**src/rtl/wb_pkg.sv**
```systemverilog
// Shared types and sizes for the write-back stage.
// Holds the write-back FSM state encoding and the default datapath widths.
package wb_pkg;

  localparam int DATA_W   = 32;
  localparam int REG_AW   = 4;
  localparam int NUM_REGS = 16;

  typedef enum logic [1:0] {
    IDLE    = 2'd0,
    WRITE   = 2'd1,
    WAIT_LD = 2'd2
  } wb_state_t;

endpackage

```
**src/rtl/wb_stage_writer.sv**
```systemverilog
// Purpose: write-back stage; holds one retiring instruction and drives the register-file write port.
// Latency: accept at posedge N -> wb_en high in cycle N+1; loads write the cycle after ld_valid is sampled.
// Backpressure: mem_ready drops only while a load waits for its data; otherwise 1 instruction/cycle.
// Ports: clk/rst (async, active-high); mem_* instruction handshake from MEM; ld_valid/ld_data/ld_ready
//   load-data return; wb_en/wb_dest/wb_value register-file write port; retire_count retired instructions.
// Optional: WB_FORWARD_EN adds fwd_valid/fwd_dest/fwd_value so ID can bypass the same-cycle write.
module wb_stage_writer #(
  parameter int DATA_W = wb_pkg::DATA_W,
  parameter int REG_AW = wb_pkg::REG_AW,
  parameter int CNT_W  = 32
) (
  input  logic              clk,
  input  logic              rst,
  input  logic              mem_valid,
  output logic              mem_ready,
  input  logic              mem_wb_en,
  input  logic              mem_r_en,
  input  logic [REG_AW-1:0] mem_dest,
  input  logic [DATA_W-1:0] mem_alu_result,
  input  logic              ld_valid,
  input  logic [DATA_W-1:0] ld_data,
  output logic              ld_ready,
  output logic              wb_en,
  output logic [REG_AW-1:0] wb_dest,
  output logic [DATA_W-1:0] wb_value,
  output logic [CNT_W-1:0]  retire_count
`ifdef WB_FORWARD_EN
  ,
  output logic              fwd_valid,
  output logic [REG_AW-1:0] fwd_dest,
  output logic [DATA_W-1:0] fwd_value
`endif
);
  import wb_pkg::*;

  wb_state_t         state, state_nxt;
  logic              h_wb_en, h_wb_en_nxt;
  logic [REG_AW-1:0] h_dest, h_dest_nxt;
  logic [DATA_W-1:0] h_value, h_value_nxt;
  logic [CNT_W-1:0]  cnt;

  always_comb begin
    state_nxt   = state;
    h_wb_en_nxt = h_wb_en;
    h_dest_nxt  = h_dest;
    h_value_nxt = h_value;
    case (state)
      IDLE, WRITE: begin
        if (mem_valid) begin
          // Destination and enable are latched even for a load that must wait,
          // so the write port already points at the pending register.
          h_wb_en_nxt = mem_wb_en;
          h_dest_nxt  = mem_dest;
          if (!mem_r_en) begin
            h_value_nxt = mem_alu_result;
            state_nxt   = WRITE;
          end else if (ld_valid) begin
            h_value_nxt = ld_data;
            state_nxt   = WRITE;
          end else begin
            state_nxt   = WAIT_LD;
          end
        end else begin
          state_nxt = IDLE;
        end
      end
      WAIT_LD: begin
        // Loads with mem_wb_en=0 still wait here so the memory response is consumed.
        if (ld_valid) begin
          h_value_nxt = ld_data;
          state_nxt   = WRITE;
        end
      end
      default: state_nxt = IDLE;
    endcase
  end

  always_ff @(posedge clk or posedge rst) begin
    if (rst) begin
      state   <= IDLE;
      h_wb_en <= 1'b0;
      h_dest  <= '0;
      h_value <= '0;
      cnt     <= '0;
    end else begin
      state   <= state_nxt;
      h_wb_en <= h_wb_en_nxt;
      h_dest  <= h_dest_nxt;
      h_value <= h_value_nxt;
      // Every cycle spent in WRITE is a distinct retirement, including back-to-back ones.
      if (state_nxt == WRITE) cnt <= cnt + CNT_W'(1);
    end
  end

  assign mem_ready    = (state != WAIT_LD);
  assign ld_ready     = (state == WAIT_LD);
  assign wb_en        = (state == WRITE) && h_wb_en;
  assign wb_dest      = h_dest;
  assign wb_value     = h_value;
  assign retire_count = cnt;

`ifdef WB_FORWARD_EN
  assign fwd_valid = wb_en;
  assign fwd_dest  = h_dest;
  assign fwd_value = h_value;
`endif

endmodule

```
**config.mk**
```make
export PLATFORM = sky130hd
export DESIGN_NAME = wb_stage_writer
export DESIGN_NICKNAME = d
export VERILOG_FILES = /design/src/rtl/wb_pkg.sv /design/src/rtl/wb_stage_writer.sv
export SDC_FILE = /design/constraint.sdc
export NUM_CORES = 1
export LEC_CHECK = 0
export CORE_ASPECT_RATIO = 1.25
export CORE_MARGIN = 3
export CORE_UTILIZATION = 43
export DETAILED_ROUTE_END_ITERATION = 8
export PLACE_DENSITY = 0.93
export SYNTH_ARGS = -nofsm -noshare
export SYNTH_HDL_FRONTEND = slang
export SYNTH_SLANG_ARGS = --single-unit
```
**constraint.sdc**
```tcl
create_clock -name clk -period 3.04 [get_ports clk]
set_input_delay 0.456 -clock clk [delete_from_list [all_inputs] [get_ports clk]]
set_output_delay 0.456 -clock clk [all_outputs]
set_load 0.03 [all_outputs]
```
==> impl_metrics.env <==
export IMPL_fin_crit_ns=2.172
export IMPL_crit_path_start_kind="register"
export IMPL_numClockSinks=71
export IMPL_pre_cts_ws_ns=0.6939
export IMPL_via_per_inst=5.284
export IMPL_async_flop_share_pct=100.0
export IMPL_setup_viol_count_final=0
export IMPL_drc_errors=0
export IMPL_ir_drop_mv=0.3517
export IMPL_outcome="finished, final reports clean"
export IMPL_synth_edf_count=0
export IMPL_crit_chain="and2b_2 -> inv_1 -> clkdlybuf4s50_1"
export IMPL_layout_nets=546
export IMPL_tightestPinTransition_ns=0.6913
export IMPL_diodes=0
export IMPL_dp_hpwl_um=6767
export IMPL_h_tree_depth=3
export IMPL_worstSetupPathType="reg -> out"
export IMPL_grt_max_degree=41
export IMPL_path_delay_family="buffers and inverters"
export IMPL_synth_top_flop_cell="dfrtp_1"
export IMPL_postCtsHoldBufs=0
export IMPL_synth_area_per_cell_um2=10.26
export IMPL_numCtsBuffers=9
export IMPL_grt_ovfl_total=0
export IMPL_antenna_found_initial=0
export IMPL_p_leak_nw=2.132
export IMPL_clk_pin_slew_ns=0.07
export IMPL_report_final_hold_viol_count=0
export IMPL_p_per_area_mw_per_mm2=560.4
export IMPL_hold_slack_ns=0.4821
export IMPL_fin_cells=567
export IMPL_drtPass1Iterations=4
export IMPL_relSlewSlack_pct=53.84
export IMPL_rsz0062_at_grt="no"
export IMPL_slowest_delay_ns=0.66
export IMPL_setup_tns_ns=0
export IMPL_postLayoutCellArea_mm2=0.005087
export IMPL_cts_tree="built"
export IMPL_synthTopCellsByArea="dfrtp_1 52%, nand3b_1 7.1%, xnor2_1 5.9%"
export IMPL_drv_slew=0
export IMPL_cts_repair_resized=0
export IMPL_grt_pass1_wl_um=14610
export IMPL_power_mw=2.851
export IMPL_routedWlPerCell_um=15.87
export IMPL_placed_cell_area_mm2=0.004890
export IMPL_synth_seq_cells=71
export IMPL_dieArea_mm2=0.009034
export IMPL_ys_seq_area_share_pct=52.15
export IMPL_dp_cells=552
export IMPL_gp_congestion=0.8482
export IMPL_fp_dieW_um=85.62
export IMPL_ant_nets=0
export IMPL_worst_path_buf_inv=2
export IMPL_maxCapViolations=0
export IMPL_cp_max_fo=6
export IMPL_post_cts_buffers=0
export IMPL_cts_max_path_buffers=2
export IMPL_area_growth_pct=49.32
export IMPL_rows=35
export IMPL_yosysTopAreaCell="dfrtp_1"
export IMPL_fin_crit_sh_pct=71.43
export IMPL_num_vias=2996
export IMPL_yosys_area_top_type_share_pct=52.15
export IMPL_wl_um=8999
export IMPL_synth_cells=332
export IMPL_crit_arrival_ns=1.72
export IMPL_hp_class="reg -> reg"
export IMPL_yosys_warnings=0
export IMPL_grt_pass1_vias=2983
export IMPL_finClkSkew_ns=0.008396
export IMPL_fp_dieH_um=105.5
export IMPL_fmax_ghz=0.4605
export IMPL_clkLatencyLatePin_ns=0.34
export IMPL_cp_slowest_cell="clkdlybuf4s50_1"
export IMPL_end_kind="primary output"
export IMPL_clock_root_buffer="clkbuf_8"
export IMPL_drive_gt1_share_pct=8.842
export IMPL_fin_util_pct=67.54
export IMPL_grt_usage_pct=20.58
export IMPL_synth_cell_types=33
export IMPL_portBuffers=144
export IMPL_drtIter0Drc=112
export IMPL_critical_path_required_ns=2.58
export IMPL_synth_nets=407
export IMPL_post_route_worst_setup_slack_ns=0.8685
export IMPL_core_mm2=0.007532
export IMPL_initial_core_util_pct=45.23
export IMPL_boundaryPins=145
export IMPL_synth_area_mm2=0.003407
==> placed cells by master, fill, tap and decap left out, types with 4 or more instances in the layout <==
cell	n
dfrtp_1	71
nand2_1	12
o21ai_1	13
o21ai_0	19
nand4_1	9
nor2_1	44
xor2_1	8
and3_1	5
xnor2_1	23
a21oi_1	33
clkbuf_8	11
nand3b_1	32
mux2_2	5
nand3_1	11
nand4_2	4
buf_4	5
clkdlybuf4s50_1	144
==> synthesized netlist by cell type, drive strengths merged, types with 8 or more instances <==
cell type / instances
clkbuf: 10
xnor2: 23
buf: 12
dfrtp: 71
nand3b: 32
nand3: 11
xor2: 8
a21oi: 33
nand4: 13
nand2: 12
o21ai: 32
nor2: 44
==> metal layers <==
metal | wire length (um) | GRT usage, % | vias up
met4 | 141 | 7.240 | 0
met5 | 0 | 0 | -
met2 | 4681 | 35.94 | 116
met3 | 687 | 5.551 | 11
li1 | - | - | 1423
met1 | 3489 | 24.01 | 1446
==> logic make-up (layout without fill, tap and decap cells) <==
kind of cell,count (synthesis),in the layout,share of synthesized area (%)
AOI/OAI and AO/OA,66,66,10.17
xor gates and xnor gates,31,31,7.969
adders and majority gates,1,1,0.3672
buffers and inverters,26,169,4.296
DFF,71,71,52.15
muxes,5,5,1.652
and+or+nand+nor,132,132,23.39
==> report_power, final <==
group | total, mW | switching (mW) | internal, mW
logic | 0.904 | 0.498 | 0.406
registers | 1.19 | 0.116 | 1.07
clock network | 0.759 | 0.340 | 0.419
total | 2.85 | 0.953 | 1.90
==> final timing paths <==
path,startpoint,to,slack (ns),depth (start not counted)
min in group asynchronous,rst,retire_count[26],0.55,2
setup reg to reg,state[1],wb_value[22],1.22,6
max in group asynchronous,rst,retire_count[7],1.83,3
hold reg to reg,retire_count[31],retire_count[31],0.48,1
setup / recovery,state[1],mem_ready,0.87,3
hold / removal,retire_count[31],retire_count[31],0.48,1
==> cell type report <==
cell class                 count  area, um^2
fill                         589        2445
sequential                    71        1777
timing repair buffer         150        1499
multi-input combinational    235        1484
clock buffer                  12       155.1
tap                           92       115.1
clock inverter                 3       42.54
inverter                       4       15.01
==> sequential cells by signal, indices dropped and copies added (netlist names) <==
| name | flops |
|---|---|
| state | 2 |
| wb_dest | 4 |
| wb_value | 32 |
| h_wb_en | 1 |
| retire_count | 32 |
==> worst reg2reg max path, cell delays in order (launching register included) <==
cell	delay, ns
dfrtp_1	0.39
and2b_2	0.25
or2_2	0.45
buf_4	0.28
nand3b_1	0.11
o21ai_0	0.09
a21oi_1	0.17
Power figures use the tool's default switching activity.
